**config.mk**
```make
export PLATFORM = sky130hd
export DESIGN_NAME = pix_filter_pipe
export DESIGN_NICKNAME = d
export VERILOG_FILES = /design/src/rtl/pix_filter_pipe.sv
export SDC_FILE = /design/constraint.sdc
export NUM_CORES = 1
export LEC_CHECK = 0
export ABC_CLOCK_PERIOD_IN_PS = 10100
export BUFFER_PORTS_ARGS = -buffer_cell sky130_fd_sc_hd__buf_2
export CORE_MARGIN = 4
export CORE_UTILIZATION = 60
export CTS_BUF_LIST = sky130_fd_sc_hd__clkbuf_4 sky130_fd_sc_hd__clkbuf_8
export DETAILED_ROUTE_END_ITERATION = 12
export GPL_ROUTABILITY_DRIVEN = 0
export PLACE_DENSITY = 0.77
export SLEW_MARGIN = 0
export SYNTH_ARGS = -nofsm -noshare
export SYNTH_HDL_FRONTEND = slang
export SYNTH_SLANG_ARGS = --single-unit
```
**constraint.sdc**
```tcl
create_clock -name clk -period 10.1 [get_ports clk]
set_input_delay 1.515 -clock clk [delete_from_list [all_inputs] [get_ports clk]]
set_output_delay 1.515 -clock clk [all_outputs]
set_load 0.05 [all_outputs]
```
**src/rtl/pix_filter_pipe.sv**
```systemverilog
// pix_filter_pipe: 3-stage valid/ready per-pixel colour filter (gray, binary,
// invert, desaturate, sepia, passthrough) with a filter mode latched per frame.
module pix_filter_pipe #(
    parameter int unsigned CW     = 4,
    parameter int unsigned THRESH = 100
) (
    input  logic              clk,
    input  logic              rst_n,
    input  logic [7:0]        oper,
    input  logic              in_valid,
    output logic              in_ready,
    input  logic              in_sof,
    input  logic              in_eol,
    input  logic [3*CW-1:0]   in_rgb,
    output logic              out_valid,
    input  logic              out_ready,
    output logic              out_sof,
    output logic              out_eol,
    output logic [3*CW-1:0]   out_rgb,
    output logic [7:0]        active_mode
);

    localparam int unsigned PW = 3 * CW;
    localparam int unsigned SH = 8 - CW;

    localparam logic [7:0] MODE_PASS  = 8'h30;
    localparam logic [7:0] MODE_GRAY  = 8'h31;
    localparam logic [7:0] MODE_BIN   = 8'h32;
    localparam logic [7:0] MODE_INV   = 8'h33;
    localparam logic [7:0] MODE_DESAT = 8'h34;
    localparam logic [7:0] MODE_SEPIA = 8'h38;

    // Saturate a 10-bit intermediate result to the 8-bit channel range.
    function automatic logic [7:0] sat8(input logic [9:0] x);
        return (x > 10'd255) ? 8'hFF : x[7:0];
    endfunction

    logic       adv;
    logic       accept;
    logic [7:0] mode_q;
    logic [7:0] mode_in;
    logic [7:0] in_r8, in_g8, in_b8;

    logic       s1_valid, s1_sof, s1_eol;
    logic [7:0] s1_mode, s1_r, s1_g, s1_b;

    logic       s2_valid, s2_sof, s2_eol;
    logic [9:0] s2_r, s2_g, s2_b;

    logic [9:0]  sum10;
    logic [7:0]  mean8;
    logic [7:0]  mx, mn;
    logic [8:0]  mid9;
    logic [7:0]  desat8;
    logic [19:0] sep_r, sep_g, sep_b;
    logic [9:0]  res_r, res_g, res_b;
    logic [7:0]  sat_r, sat_g, sat_b;

    // Whole pipeline moves together; it only stalls when a held output is not taken.
    assign adv         = ~out_valid | out_ready;
    assign in_ready    = adv;
    assign accept      = in_valid & adv;
    assign active_mode = mode_q;

    // A start-of-frame pixel uses the command presented with it.
    assign mode_in = in_sof ? oper : mode_q;

    // Left-align each channel into 8 bits, zero-filling the low bits.
    assign in_r8 = 8'(in_rgb[PW-1 -: CW]) << SH;
    assign in_g8 = 8'(in_rgb[2*CW-1 -: CW]) << SH;
    assign in_b8 = 8'(in_rgb[CW-1 -: CW]) << SH;

    // Frame-level mode register, updated only by an accepted sof beat.
    always_ff @(posedge clk or negedge rst_n) begin
        if (!rst_n) begin
            mode_q <= MODE_PASS;
        end else if (accept && in_sof) begin
            mode_q <= oper;
        end
    end

    // S1: expanded pixel, sideband and the mode this pixel carries.
    always_ff @(posedge clk or negedge rst_n) begin
        if (!rst_n) begin
            s1_valid <= 1'b0;
            s1_sof   <= 1'b0;
            s1_eol   <= 1'b0;
            s1_mode  <= MODE_PASS;
            s1_r     <= 8'd0;
            s1_g     <= 8'd0;
            s1_b     <= 8'd0;
        end else if (adv) begin
            s1_valid <= in_valid;
            s1_sof   <= in_sof;
            s1_eol   <= in_eol;
            s1_mode  <= mode_in;
            s1_r     <= in_r8;
            s1_g     <= in_g8;
            s1_b     <= in_b8;
        end
    end

    // Shared intermediates: mean, max/min midpoint, full-width sepia sums.
    always_comb begin
        sum10  = 10'(s1_r) + 10'(s1_g) + 10'(s1_b);
        mean8  = 8'(sum10 / 10'd3);
        mx     = s1_r;
        mn     = s1_r;
        if (s1_g > mx) mx = s1_g;
        if (s1_b > mx) mx = s1_b;
        if (s1_g < mn) mn = s1_g;
        if (s1_b < mn) mn = s1_b;
        mid9   = 9'(mx) + 9'(mn);
        desat8 = 8'(mid9 >> 1);
        sep_r  = 20'(s1_r) * 20'd403 + 20'(s1_g) * 20'd788 + 20'(s1_b) * 20'd194;
        sep_g  = 20'(s1_r) * 20'd357 + 20'(s1_g) * 20'd702 + 20'(s1_b) * 20'd172;
        sep_b  = 20'(s1_r) * 20'd279 + 20'(s1_g) * 20'd547 + 20'(s1_b) * 20'd134;
    end

    // Per-mode channel result, before saturation.
    always_comb begin
        res_r = 10'(s1_r);
        res_g = 10'(s1_g);
        res_b = 10'(s1_b);
        case (s1_mode)
            MODE_GRAY: begin
                res_r = 10'(mean8);
                res_g = 10'(mean8);
                res_b = 10'(mean8);
            end
            MODE_BIN: begin
                res_r = (mean8 >= 8'(THRESH)) ? 10'd255 : 10'd0;
                res_g = res_r;
                res_b = res_r;
            end
            MODE_INV: begin
                res_r = 10'(8'hFF - s1_r);
                res_g = 10'(8'hFF - s1_g);
                res_b = 10'(8'hFF - s1_b);
            end
            MODE_DESAT: begin
                res_r = 10'(desat8);
                res_g = 10'(desat8);
                res_b = 10'(desat8);
            end
            MODE_SEPIA: begin
                res_r = 10'(sep_r >> 10);
                res_g = 10'(sep_g >> 10);
                res_b = 10'(sep_b >> 10);
            end
            default: begin
                res_r = 10'(s1_r);
                res_g = 10'(s1_g);
                res_b = 10'(s1_b);
            end
        endcase
    end

    // S2: unsaturated results with sideband.
    always_ff @(posedge clk or negedge rst_n) begin
        if (!rst_n) begin
            s2_valid <= 1'b0;
            s2_sof   <= 1'b0;
            s2_eol   <= 1'b0;
            s2_r     <= 10'd0;
            s2_g     <= 10'd0;
            s2_b     <= 10'd0;
        end else if (adv) begin
            s2_valid <= s1_valid;
            s2_sof   <= s1_sof;
            s2_eol   <= s1_eol;
            s2_r     <= res_r;
            s2_g     <= res_g;
            s2_b     <= res_b;
        end
    end

    assign sat_r = sat8(s2_r);
    assign sat_g = sat8(s2_g);
    assign sat_b = sat8(s2_b);

    // S3: clamped, truncated output register.
    always_ff @(posedge clk or negedge rst_n) begin
        if (!rst_n) begin
            out_valid <= 1'b0;
            out_sof   <= 1'b0;
            out_eol   <= 1'b0;
            out_rgb   <= '0;
        end else if (adv) begin
            out_valid <= s2_valid;
            out_sof   <= s2_sof;
            out_eol   <= s2_eol;
            out_rgb   <= {CW'(sat_r >> SH), CW'(sat_g >> SH), CW'(sat_b >> SH)};
        end
    end

endmodule
```
After elaboration in Yosys (flattened, before gate mapping). Cells that the tools add are included.

Register bits: 79. Input bits: 26. Output and inout port bits: 24. Logic and storage cells: 69.

Add/sub/neg operators: 12. Multiply operators: 9. Divide/modulo/power cells: 1. Order comparisons: 8. Eq/ne operators: 5. Multiplexer cells: 12. Bitwise gates (word level): 3. Reductions and logical operators: 1.

Operators with widths (number): 10-bit case mux with 5 select lines (3); 8-bit 2-to-1 mux (9); 19-bit by 16-bit adder with 20-bit output (3); 17-bit by 18-bit adder with 19-bit output (3); 4-bit by 9-bit multiplier with 13-bit output, second input constant (4); 8-bit by 6-bit equality test with 1-bit output, second input constant (5); 10-bit by 8-bit greater-than comparator with 1-bit output, second input constant (3); 8-bit by 8-bit subtractor with 9-bit output, first input constant (3); 4-bit by 7-bit multiplier with 11-bit output, second input constant (2); 8-bit by 8-bit adder with 9-bit output (2); 8-bit greater-than comparator (2); 8-bit < comparator (2); 4-bit by 10-bit multiplier with 14-bit output, second input constant (1); 4-bit by 8-bit multiplier with 12-bit output, second input constant (1); 9-bit by 8-bit adder with 10-bit output (1); 10-bit by 2-bit divider with 10-bit output, second input constant (1); 4-bit by 6-bit multiplier with 10-bit output, second input constant (1); 8-bit by 7-bit greater-or-equal comparator with 1-bit output, second input constant (1); 1-bit bitwise AND (1); 1-bit logical AND (1); 1-bit NOT (1); 1-bit OR (1).

Depth between registers and ports, before layout.
Depth in word-level cells: 6. Gate-level depth with buffers: 30. Depth with buffers taken out: 27.

Least setup slack after synthesis. Ideal clock, no wire load.

Path type: flip-flop to flip-flop. Start point: register s1_g[5]. End point: register s2_g[5]. Library setup time: 121 ps. Arrival time: 5574 ps. Required time: 9979 ps. Slack: 4406 ps. Cell stages (with the launch flop): 29. Buffers on the path: 3. Clock period less this slack: 5694 ps. Path through: dfrtp_1 -> clkbuf_1 -> inv_1 -> fa_1 -> inv_1 -> ha_1 -> inv_1 -> fa_1 -> buf_2 -> buf_2 -> nor3_1 -> o22ai_1 -> a32oi_4 -> ha_1 -> inv_1 -> o21ai_2 -> mux2i_1 -> ha_1 -> inv_1 -> o41ai_1 -> nor4b_2 -> or2_2 -> inv_1 -> ha_1 -> o2111ai_1 -> a21oi_2 -> o211a_1 -> o221a_2 -> o21ai_1.

Cells in the longest elaborated chain, start to end: 6. Elaborated cells between the ends (all ways): 19. Those cells by class: add/sub: 6; mul: 1; div: 1; order compare: 5; mux: 6.

RTL lines: start: declaration (line 45) `logic [7:0] s1_mode, s1_r, s1_g, s1_b;`; start signal: assignment (line 98) `s1_g <= in_g8;`; 8-bit by 8-bit adder with 9-bit output (tied with other cells) (line 105) `sum10 = 10'(s1_r) + 10'(s1_g) + 10'(s1_b);`; 9-bit by 8-bit adder with 10-bit output (tied with other cells) (line 105); 10-bit by 2-bit divider with 10-bit output (tied with other cells) (line 106) `mean8 = 8'(sum10 / 10'd3);`; 8-bit by 7-bit greater-or-equal comparator with 1-bit output (tied with other cells) (line 132) `res_r = (mean8 >= 8'(THRESH)) ? 10'd255 : 10'd0;`; 8-bit 2-to-1 mux / 8-bit by 8-bit adder with 9-bit output (equally long branches) (line 132, 113); 10-bit case mux with 5 select lines * (line 125) `case (s1_mode)`; end signal: assignment (line 173) `s2_g <= res_g;`; end: declaration (line 48) `logic [9:0] s2_r, s2_g, s2_b;`.

Every way passes the cells marked *; elsewhere a longest branch is shown, timed or not. A chain may end at the register's enable or synchronous reset.

Worst setup path in the final report.
Start point: register s1_g[5]. End point: register s2_g[6].

The elaborated chain is that of the path after synthesis.

==> results.toml <==
[run_status]
outcome = "finished clean"

[layout]
final_nets = 1190
nFillCells = 1149
multiInputGateArea_um2 = 6435
area_delta_synth_final_pct = 5.763
n_antenna_cell = 0
register_area_um2 = 1607
final_area_um2 = 9001
drive_above_1_share_pct = 11.96

[yosys]
syn_avg_cell_area_um2 = 8.884
syn_nets = 1166
syn_inst = 958
yosysSeqAreaShare_pct = 18.88
synth.cell_area_um2 = 8511
async_flop_share_pct = 100.0
yosysUniqueCellTypes = 77
synth_edf_count = 0
synthFlopType = "dfrtp_1"
synth-seq-cells = 64
ys.warnings.count = 0

[cts]
clk_pin_slew_ns = 0.08
cts_inserted_buffers = 9
holdBufCountCts = 0
cts_resized = 0
tritoncts = "yes"
cts.sinks = 64
clk_latency_ns = 0.36
cts-root-buf = "clkbuf_8"
ctsHtreeMaxLevel = 3
cts_buffer_depth = 2
postCtsSetupRepairBufs = 0

[timing]
slew_viol_final = 0
hold_viol = 0
max_freq_ghz = 0.1354
fin_crit_ns = 7.384
tightest_slew_ns = 1.254
setup_viol = 0
grt_setup_unrepaired = "no"
slew_headroom_pct = 16.22
tns_ns = 0
skew_ns = 0.01353
fin_crit_sh_pct = 73.11

[route]
drtAntennaViolNets = 0
first_pass_iters = 6
drc = 0
drt_iter0_drc = 495
vias_per_cell = 5.968
routed_wl_um = 20770
wl_per_cell_um = 17.79
route.vias.total = 6965

[die]
die_h_um = 127.1
io_pins = 50
coreArea_um2 = 13880
initial_utilization_pct = 61.31
dieArea_um2 = 16150
die_x_um = 127.1
num_rows = 43

[setup_path]
r2r_start = "s1_g[5]"
critPathCaptureType = "register"
cp.required_ns = 10.33
arrival_ns = 7.62
ff2ff_path_depth = 26
setup.worst_path.end = "s2_g[6]"
reg2reg_to = "s2_g[6]"
startpoint_type = "register"
path_max_fanout = 21
critPathKind = "register to register"
cp-startpoint = "s1_g[5]"
rrSetupSlack_ns = 2.72

[global_route]
antenna_found_initial = 0
grt.overflow.total = 0
grt_pass1_wl_um = 33930
grt_max_degree = 65
grtUsageTotal_pct = 26.20
grt_pass1_vias = 6676

[worst_hold_path]
min-delay-start = "out_sof"
hold_path_class = "register to register"

[placement]
post_dp_cell_area_um2 = 8820
port_buffers = 49
post-dp-hpwl_um = 16240

[flow_run]
cap_viol_max_count = 0
==> cell type report <==
class / instances / share of cell area, %
Multi-Input combinational cell: 782 / 71.49
Sequential cell: 64 / 17.85
Timing Repair Buffer: 55 / 3.225
Inverter: 70 / 2.919
Tap cell: 180 / 2.502
Clock buffer: 10 / 1.529
Clock inverter: 6 / 0.4865
==> cells in the mapped netlist, types with 8 or more instances <==
cell type / count / area share [%]
nor3_1: 22 / 1.3
o21ai_0: 68 / 4.0
a211oi_1: 14 / 1.2
dfrtp_1: 60 / 18
clkbuf_1: 23 / 1.0
xor2_1: 22 / 2.3
o21bai_1: 9 / 0.79
inv_1: 69 / 3.0
nor2b_1: 19 / 1.4
xnor2_1: 54 / 5.6
ha_1: 133 / 20
mux2i_1: 15 / 1.8
nand2_1: 105 / 4.6
a21oi_1: 50 / 2.9
o21a_1: 8 / 0.71
nor2_1: 55 / 2.4
a21o_1: 17 / 1.5
mux2_2: 9 / 1.2
a31oi_1: 16 / 1.2
fa_1: 49 / 12
nand3_1: 12 / 0.71
==> worst min-delay path by stage <==
stage	to	slack, ns	cells after the start
3_5_place_dp	s2_valid	0.45	2
4_1_cts	s2_valid	0.47	2
6_report	out_sof	0.46	2
5_1_grt	s2_sof	0.49	2
2_1_floorplan	s2_valid	0.43	2
3_3_place_gp	s2_valid	0.44	2
==> cell usage in the layout (no fill, tap or decap), drive strengths merged, types with 3 or more instances in the layout <==
cell type / netlist / routed
xor2: 22 / 22
and3: 6 / 6
dfstp: 4 / 4
o22ai: 4 / 4
nand2b: 4 / 4
nor3b: 7 / 7
a221oi: 3 / 3
a31oi: 17 / 17
or2: 7 / 7
inv: 69 / 70
a21oi: 52 / 52
fa: 49 / 49
a211oi: 16 / 16
nor2: 56 / 56
nand3: 12 / 12
mux2i: 15 / 15
o21bai: 9 / 9
a21o: 18 / 18
clkbuf: 23 / 10
nor3: 23 / 23
xnor2: 56 / 56
nor2b: 19 / 19
nand2: 105 / 105
mux2: 9 / 9
dfrtp: 60 / 60
a32oi: 4 / 4
ha: 133 / 133
o211ai: 5 / 5
buf: 19 / 55
a311oi: 3 / 3
clkinv: 1 / 5
o31ai: 3 / 3
a31o: 4 / 4
a41o: 3 / 3
and2: 4 / 4
o21a: 10 / 10
o21ai: 74 / 74
==> metrics by stage <==
step                hold slack [ns]  std cells  setup slack [ns]  util (%)
floorplan                    0.4300        958             4.406         -
global placement             0.4420       1151             3.191     63.54
detailed placement           0.4490       1151             2.936     63.54
CTS                          0.4653       1167             2.877     64.85
global route                 0.4933       1167             2.241     64.85
finish                       0.4595       1167             2.716     64.85
==> critical path: stages, from the launching register on <==
cell and delay, ns:
dfrtp_1 0.70, inv_1 0.26, fa_1 0.52, inv_1 0.08, ha_1 0.24, inv_1 0.07, fa_1 1.00, clkinv_1 0.50
nor3_1 0.29, o21ai_1 0.14, a32oi_4 0.26, ha_1 0.27, inv_1 0.14, o21ai_2 0.15, mux2i_1 0.22, ha_1 0.27
inv_1 0.08, o41ai_1 0.38, nor4b_2 0.08, or2_2 0.30, inv_1 0.06, ha_1 0.14, o2111ai_1 0.16, a21oi_2 0.36
nand3_1 0.18, a211oi_1 0.28, nor3_1 0.10
==> layer usage <==
metal / GRT usage [%] / vias up / part of all wire (%)
li1: - / 3409 / -
met1: 37.14 / 3286 / 44
met2: 40.13 / 237 / 45
met3: 6.605 / 33 / 7.8
met4: 7.129 / 0 / 2.5
met5: 0 / - / 0
==> state kept, by name, indices dropped and copies added (netlist names), 4 cells and up <==
| register | cells |
|---|---|
| out_rgb | 12 |
| active_mode | 8 |
| s1_mode | 8 |
| s2_b | 5 |
| s2_g | 5 |
| s2_r | 5 |
| s1_b | 4 |
| s1_g | 4 |
| s1_r | 4 |
==> kinds of logic after synthesis <==
family,Yosys count,synth area share (%)
buf+inv,112,5.601
fa+ha+maj,182,31.08
mux,24,2.955
compound gates,240,18.89
flops,64,18.88
simple gates,258,14.39
xor+xnor,78,8.203
Power is not shown: default switching activity piles up to over one toggle a cycle in this logic, so the estimate is an artifact.
